==> config.mk <==
export PLATFORM = sky130hd
export DESIGN_NAME = btb_port_sched
export DESIGN_NICKNAME = d
export VERILOG_FILES = /design/src/rtl/btb_port_sched.sv
export SDC_FILE = /design/constraint.sdc
export NUM_CORES = 1
export LEC_CHECK = 0
export ABC_AREA = 1
export ABC_CLOCK_PERIOD_IN_PS = 6650
export CAP_MARGIN = 20
export CORE_MARGIN = 2
export CORE_UTILIZATION = 50
export DETAILED_ROUTE_END_ITERATION = 12
export MAX_ROUTING_LAYER = met4
export PLACE_DENSITY = 0.84
export RECOVER_POWER = 25
export SETUP_SLACK_MARGIN = 0.05
export SLEW_MARGIN = 20
export SYNTH_ARGS = -nofsm -noshare
export SYNTH_HDL_FRONTEND = slang
export SYNTH_SLANG_ARGS = --single-unit
==> constraint.sdc <==
create_clock -name clk -period 6.65 [get_ports clk]
set_clock_uncertainty 0.2 [all_clocks]
set_input_delay 1.33 -clock clk [delete_from_list [all_inputs] [get_ports clk]]
set_output_delay 1.33 -clock clk [all_outputs]
set_load 0.02 [all_outputs]
==> src/rtl/btb_port_sched.sv <==
// rtl/btb_port_sched.sv - single-port BTB access scheduler with update FIFO and drain sequence
// Optional feature: define BTB_UPD_COALESCE_EN to merge an update into the youngest queued entry with the same PC.
module btb_port_sched #(
  parameter int DEPTH        = 4,
  parameter int STARVE_LIMIT = 8
) (
  input  logic                     clk,
  input  logic                     rst,
  input  logic                     lk_valid,
  input  logic [31:0]              lk_pc,
  output logic                     lk_ready,
  input  logic                     up_valid,
  input  logic [31:0]              up_pc,
  input  logic [31:0]              up_target,
  input  logic                     up_taken,
  output logic                     up_ready,
  input  logic                     drain_req,
  output logic                     drain_done,
  output logic [$clog2(DEPTH):0]   occupancy,
  output logic                     btb_isbranch,
  output logic [31:0]              btb_currentPC,
  output logic                     btb_update,
  output logic [31:0]              btb_branchPC,
  output logic [31:0]              btb_resultPC,
  output logic                     btb_taken
);

  localparam int AW = $clog2(DEPTH);

  typedef enum logic [1:0] {
    RUN   = 2'd0,
    DRAIN = 2'd1,
    DONE  = 2'd2
  } state_t;

  state_t        state;
  state_t        state_nxt;

  logic [31:0]   q_pc     [DEPTH];
  logic [31:0]   q_target [DEPTH];
  logic          q_taken  [DEPTH];

  logic [AW-1:0] head;
  logic [AW-1:0] tail;
  logic [7:0]    starve_cnt;
  logic [AW:0]   occ_nxt;

  logic          not_empty;
  logic          lk_grant;
  logic          upd_grant;
  logic          enq;
  logic          push;
  logic          coalesce;

  assign not_empty = (occupancy != '0);
  // A full FIFO refuses new updates even if the head pops this cycle.
  assign up_ready  = !rst && (state == RUN) && (occupancy < (AW+1)'(DEPTH));
  assign enq       = up_valid && up_ready;
  assign lk_ready  = lk_grant;

  // Share the single BTB slot: lookups win unless starved updates hit the limit; drain pops only.
  always_comb begin
    lk_grant  = 1'b0;
    upd_grant = 1'b0;
    if (!rst) begin
      case (state)
        RUN: begin
          upd_grant = not_empty && (!lk_valid || (starve_cnt == 8'(STARVE_LIMIT)));
          lk_grant  = lk_valid && !upd_grant;
        end
        DRAIN:   upd_grant = not_empty;
        default: ;
      endcase
    end
  end

`ifdef BTB_UPD_COALESCE_EN
  logic [AW-1:0] youngest;
  assign youngest = tail - AW'(1);
  // Merging is skipped when the youngest entry is also the head leaving this cycle.
  assign coalesce = enq && not_empty && (q_pc[youngest] == up_pc) &&
                    !(upd_grant && (occupancy == (AW+1)'(1)));
`else
  assign coalesce = 1'b0;
`endif

  assign push    = enq && !coalesce;
  assign occ_nxt = occupancy + {{AW{1'b0}}, push} - {{AW{1'b0}}, upd_grant};

  // Update storage: append at tail, or rewrite the youngest entry when merging.
  always_ff @(posedge clk) begin
    if (push) begin
      q_pc[tail]     <= up_pc;
      q_target[tail] <= up_target;
      q_taken[tail]  <= up_taken;
    end
`ifdef BTB_UPD_COALESCE_EN
    else if (coalesce) begin
      q_target[youngest] <= up_target;
      q_taken[youngest]  <= up_taken;
    end
`endif
  end

  // Pointers, occupancy and the count of lookups that overtook a pending update.
  always_ff @(posedge clk) begin
    if (rst) begin
      head       <= '0;
      tail       <= '0;
      occupancy  <= '0;
      starve_cnt <= 8'd0;
    end else begin
      if (push)      tail <= tail + AW'(1);
      if (upd_grant) head <= head + AW'(1);
      occupancy <= occ_nxt;
      if (upd_grant || !not_empty) starve_cnt <= 8'd0;
      else if (lk_grant)           starve_cnt <= starve_cnt + 8'd1;
    end
  end

  // Drain state register.
  always_ff @(posedge clk) begin
    if (rst) state <= RUN;
    else     state <= state_nxt;
  end

  // Drain sequencing: leave DRAIN as soon as the last entry is popped, pulse done once.
  always_comb begin
    state_nxt  = state;
    drain_done = 1'b0;
    case (state)
      RUN:   if (drain_req) state_nxt = DRAIN;
      DRAIN: if (occ_nxt == '0) state_nxt = DONE;
      DONE: begin
        drain_done = !rst;
        state_nxt  = RUN;
      end
      default: state_nxt = RUN;
    endcase
  end

  // BTB port registers: strobes last one cycle, data fields hold their last value.
  always_ff @(posedge clk) begin
    if (rst) begin
      btb_isbranch  <= 1'b0;
      btb_currentPC <= 32'd0;
      btb_update    <= 1'b0;
      btb_branchPC  <= 32'd0;
      btb_resultPC  <= 32'd0;
      btb_taken     <= 1'b0;
    end else begin
      btb_isbranch <= lk_grant;
      btb_update   <= upd_grant;
      if (lk_grant) btb_currentPC <= lk_pc;
      if (upd_grant) begin
        btb_branchPC <= q_pc[head];
        btb_resultPC <= q_target[head];
        btb_taken    <= q_taken[head];
      end
    end
  end

endmodule

==> run_summary.xml <==
<?xml version="1.0" encoding="UTF-8"?>
<metrics>
  <group name="worst_setup_path">
    <metric name="path_common_cell" unit="">sky130_fd_sc_hd__clkdlybuf4s50_1</metric>
    <metric name="largest_stage_delay_on_the_critical_path" unit="ns">0.62</metric>
    <metric name="timing.critical_path.fanout_max" unit="">41</metric>
    <metric name="reg2reg_depth" unit="">14</metric>
    <metric name="timing.reg2reg.setup_slack" unit="ns">3.63</metric>
    <metric name="critPathSlowestCell" unit="">sky130_fd_sc_hd__clkdlybuf4s50_1</metric>
    <metric name="sum_of_buffers_and_inverters_on_the_critical_path" unit="">4</metric>
    <metric name="cp_cell_sequence" unit="">clkdlybuf4s50_1, clkinv_2, nand2_1, nor2_4, nand2_2, inv_2, clkdlybuf4s50_1</metric>
    <metric name="critical_path_cell_count" unit="">7</metric>
    <metric name="worst-setup-path-type" unit="">primary input to output pin</metric>
    <metric name="cp-end-kind" unit="">output pin</metric>
    <metric name="r2r-start" unit="">state[0]</metric>
    <metric name="critPathRequiredTime" unit="ns">5.12</metric>
    <metric name="worst_path_dominant_cell_family" unit="">buffers and inverters</metric>
    <metric name="critPathArrivalTime" unit="ns">3.54</metric>
    <metric name="nature_of_the_critical_path_startpoint" unit="">primary input</metric>
    <metric name="crit-reg2reg-capture" unit="">state[0]</metric>
  </group>
  <group name="drt">
    <metric name="vias_per_cell" unit="">4.86</metric>
    <metric name="detail_route.iter0.violations" unit="">865</metric>
    <metric name="route.antenna.remaining_nets" unit="">0</metric>
    <metric name="totalWireLength" unit="µm">34500</metric>
    <metric name="dr_total_vias" unit="">11431</metric>
    <metric name="post-route-drc-count" unit="">0</metric>
    <metric name="routedWlPerCell" unit="µm">14.7</metric>
    <metric name="detailed_routing_iterations_pass_1" unit="">5</metric>
  </group>
  <group name="synth">
    <metric name="postSynthAreaPerCell" unit="µm²">9.11</metric>
    <metric name="synth_top_cells_by_area" unit="">sky130_fd_sc_hd__edfxtp_1, sky130_fd_sc_hd__dfxtp_1, sky130_fd_sc_hd__nand2_1, sky130_fd_sc_hd__inv_1, sky130_fd_sc_hd__nand3_1</metric>
    <metric name="netlist-cell-type-count" unit="">24</metric>
    <metric name="ys_seq_elements" unit="">376</metric>
    <metric name="synth_largest_type_area_fraction" unit="%">49.5</metric>
    <metric name="synth.yosys.warnings" unit="">0</metric>
    <metric name="post-synth-top-area-cell" unit="">sky130_fd_sc_hd__edfxtp_1</metric>
    <metric name="synth.net_count" unit="">1844</metric>
    <metric name="netlist_instances" unit="">1733</metric>
    <metric name="mappedNetlistArea" unit="µm²">15800</metric>
    <metric name="part_of_the_yosys_area_used_for_sequential_elements" unit="%">64.2</metric>
  </group>
  <group name="grt">
    <metric name="first_global_vias" unit="">11485</metric>
    <metric name="grt_pass1_wl" unit="µm">55800</metric>
    <metric name="globalRouteOverflowTotal" unit="">0</metric>
    <metric name="grt_antenna_before_repair" unit="">7</metric>
    <metric name="grt_usage" unit="%">21.6</metric>
    <metric name="largest_net_degree_at_the_start_of_global_routing" unit="">104</metric>
  </group>
  <group name="timing">
    <metric name="fmax" unit="GHz">0.197</metric>
    <metric name="final-setup-viol-count" unit="">0</metric>
    <metric name="timing_worst_slew_pin_value" unit="ns">1.10</metric>
    <metric name="rsz0062_at_grt" unit="">no</metric>
    <metric name="final.min_clock_period" unit="ns">5.07</metric>
    <metric name="fin_crit_sh" unit="%">76.2</metric>
    <metric name="hold_viol" unit="">0</metric>
    <metric name="worst_slew_margin_rel" unit="%">26.4</metric>
    <metric name="slew_violations" unit="">0</metric>
    <metric name="post_route_setup_tns" unit="ns">0</metric>
  </group>
  <group name="clocking">
    <metric name="post_cts_hold_buffer_count" unit="">0</metric>
    <metric name="tritoncts" unit="">yes</metric>
    <metric name="cts.root.buffer_cell" unit="">sky130_fd_sc_hd__clkbuf_16</metric>
    <metric name="cts-buffers-inserted" unit="">39</metric>
    <metric name="clock_sinks" unit="">376</metric>
    <metric name="cts_setup_buffers" unit="">0</metric>
    <metric name="cts.clk_slew.worst_paths" unit="ns">0.05</metric>
    <metric name="htree_num_levels" unit="">2</metric>
    <metric name="clock_latency" unit="ns">0.52</metric>
    <metric name="clock_path_buffers" unit="">3</metric>
    <metric name="postCtsResizedCells" unit="">0</metric>
  </group>
  <group name="floorplanning">
    <metric name="floorplan.initialDensity" unit="%">50.4</metric>
    <metric name="num_rows" unit="">65</metric>
    <metric name="die_area" unit="µm²">33000</metric>
    <metric name="dieWidth" unit="µm">182</metric>
    <metric name="die_height" unit="µm">182</metric>
    <metric name="io-pin-count" unit="">207</metric>
    <metric name="area_inside_the_core_boundary" unit="µm²">31300</metric>
  </group>
  <group name="power">
    <metric name="irDropWorstVdd" unit="µV">258</metric>
    <metric name="post-layout-total-power" unit="mW">6.82</metric>
    <metric name="power_per_cell_area" unit="nW/µm²">352</metric>
    <metric name="leakage" unit="nW">8.51</metric>
  </group>
  <group name="outcome">
    <metric name="run_status" unit="">completed</metric>
  </group>
  <group name="min_path">
    <metric name="worst_hold_endpoint" unit="">btb_branchPC[12]</metric>
    <metric name="hold-path-cell-count" unit="">2</metric>
    <metric name="timing.hold.worst.start" unit="">btb_branchPC[12]</metric>
    <metric name="holdCritPathClass" unit="">flip-flop to flip-flop</metric>
  </group>
  <group name="finish">
    <metric name="layout-drive-gt1-share" unit="%">4.79</metric>
    <metric name="final_net_count" unit="">2023</metric>
    <metric name="fillers" unit="">2430</metric>
    <metric name="area_delta_synth_final" unit="%">22.8</metric>
  </group>
  <group name="placed_design">
    <metric name="routabilityCongestion" unit="">0.766</metric>
    <metric name="place_hpwl" unit="µm">20300</metric>
    <metric name="portBuffers" unit="">206</metric>
  </group>
  <group name="flow_run">
    <metric name="timing.max_cap.violations" unit="">0</metric>
  </group>
</metrics>
==> sequential cells by signal, summed over array words and instances (netlist names) <==
register,cells
q_pc,128
q_target,128
btb_branchPC,32
btb_currentPC,32
btb_resultPC,32
starve_cnt,8
q_taken,4
occupancy,3
head,2
state,2
tail,2
btb_isbranch,1
btb_taken,1
btb_update,1
==> placed cells by master (no fill, tap or decap) <==
cell type	instances
sky130_fd_sc_hd__nand2_1	420
sky130_fd_sc_hd__inv_1	348
sky130_fd_sc_hd__edfxtp_1	260
sky130_fd_sc_hd__nand3_1	213
sky130_fd_sc_hd__nor2_1	212
sky130_fd_sc_hd__clkdlybuf4s50_1	159
sky130_fd_sc_hd__dfxtp_1	114
sky130_fd_sc_hd__dlygate4sd3_1	47
sky130_fd_sc_hd__clkbuf_16	41
sky130_fd_sc_hd__o21ai_0	34
sky130_fd_sc_hd__buf_4	16
sky130_fd_sc_hd__clkinv_2	10
sky130_fd_sc_hd__a21oi_1	10
sky130_fd_sc_hd__clkinv_1	9
sky130_fd_sc_hd__ha_1	8
sky130_fd_sc_hd__diode_2	7
sky130_fd_sc_hd__nor2_4	6
sky130_fd_sc_hd__inv_2	5
sky130_fd_sc_hd__clkbuf_1	5
sky130_fd_sc_hd__xor2_1	4
sky130_fd_sc_hd__nand2_2	3
sky130_fd_sc_hd__nor3_1	3
sky130_fd_sc_hd__bufinv_16	3
sky130_fd_sc_hd__xnor2_1	2
sky130_fd_sc_hd__clkinvlp_4	2
sky130_fd_sc_hd__clkbuf_8	2
sky130_fd_sc_hd__dfxtp_4	2
sky130_fd_sc_hd__nand3_2	1
sky130_fd_sc_hd__o21ai_4	1
sky130_fd_sc_hd__inv_4	1
sky130_fd_sc_hd__fa_1	1
==> layout make-up <==
cell class / count / area, µm² / share of cell area, %
clock buffer: 48 / 1070 / 5.53
timing repair buffer: 222 / 2180 / 11.3
inverter: 355 / 1340 / 6.89
antenna: 7 / 17.5 / 0.0903
clock inverter: 23 / 184 / 0.949
multi-input combinational: 918 / 3960 / 20.4
sequential: 376 / 10100 / 52.3
tap: 402 / 503 / 2.59
==> cell usage after synthesis <==
cell type	n
sky130_fd_sc_hd__nand2_2	3
sky130_fd_sc_hd__inv_1	350
sky130_fd_sc_hd__o21ai_4	1
sky130_fd_sc_hd__buf_4	2
sky130_fd_sc_hd__a21oi_1	10
sky130_fd_sc_hd__nor3_1	3
sky130_fd_sc_hd__nor2_2	1
sky130_fd_sc_hd__buf_1	15
sky130_fd_sc_hd__nand2_1	420
sky130_fd_sc_hd__nand3_1	213
sky130_fd_sc_hd__xnor2_1	2
sky130_fd_sc_hd__inv_2	5
sky130_fd_sc_hd__edfxtp_1	260
sky130_fd_sc_hd__buf_6	4
sky130_fd_sc_hd__clkbuf_1	24
sky130_fd_sc_hd__buf_2	39
sky130_fd_sc_hd__o21ai_0	34
sky130_fd_sc_hd__ha_1	8
sky130_fd_sc_hd__nor2_4	1
sky130_fd_sc_hd__nor2_1	216
sky130_fd_sc_hd__fa_1	1
sky130_fd_sc_hd__xor2_1	4
sky130_fd_sc_hd__nand3_2	1
sky130_fd_sc_hd__dfxtp_1	116
==> kinds of logic after synthesis <==
logic type	after synthesis	synth area share (%)
xor+xnor	6	0.333
buf+inv	439	11.0
simple gates	858	22.3
fa+ha+maj	9	0.761
flops	376	64.2
compound gates	45	1.50
==> routing by layer <==
| metal | vias up | wire, µm | global-route usage (%) |
|---|---|---|---|
| met5 | - | 0 | - |
| met4 | 0 | 691 | 6.83 |
| met3 | 54 | 1880 | 3.07 |
| met2 | 332 | 18000 | 38.4 |
| met1 | 5326 | 13900 | 25.3 |
| li1 | 5719 | - | - |
==> power breakdown <==
part | switching (mW) | internal [mW] | leakage (nW) | total (mW)
Combinational | 1.09 | 0.671 | 4.59 | 1.76
Sequential | 0.152 | 2.78 | 3.30 | 2.93
Clock | 0.863 | 1.26 | 0.618 | 2.12
Total | 2.11 | 4.71 | 8.51 | 6.82
==> metrics by stage <==
stage          setup slack (ns)  hold WS [ns]  util [%]  std cells  instance area [µm²]
2_1_floorplan              1.12         0.270         -       1733                15800
3_3_place_gp               1.68         0.263      57.9       2273                18100
3_5_place_dp               1.55         0.271      57.9       2273                18100
4_1_cts                    1.63         0.285      61.9       2344                19400
5_1_grt                    1.45         0.302      61.9       2351                19400
6_report                   1.58         0.279      61.9       2351                19400
==> worst max-delay path by stage <==
stage | to | from | slack (ns)
floorplan | q_pc[0][0] | rst | 1.12
global placement | lk_ready | rst | 1.68
detailed placement | state[0] | rst | 1.55
CTS | lk_ready | rst | 1.63
global route | lk_ready | rst | 1.45
finish | lk_ready | rst | 1.58
==> worst register-to-register path: stages, from the launching register on <==
cell	delay, ns
sky130_fd_sc_hd__dfxtp_1	0.34
sky130_fd_sc_hd__nor2_1	0.14
sky130_fd_sc_hd__nand2_1	0.12
sky130_fd_sc_hd__nor2_1	0.14
sky130_fd_sc_hd__nand2_1	0.34
sky130_fd_sc_hd__ha_1	0.42
sky130_fd_sc_hd__inv_1	0.06
sky130_fd_sc_hd__ha_1	0.13
sky130_fd_sc_hd__inv_1	0.05
sky130_fd_sc_hd__fa_1	0.38
sky130_fd_sc_hd__xnor2_1	0.18
sky130_fd_sc_hd__xor2_1	0.21
sky130_fd_sc_hd__nand2_1	0.10
sky130_fd_sc_hd__nand2_1	0.07
sky130_fd_sc_hd__nand2_1	0.04
No activity file was read; power rests on OpenSTA's default activity.
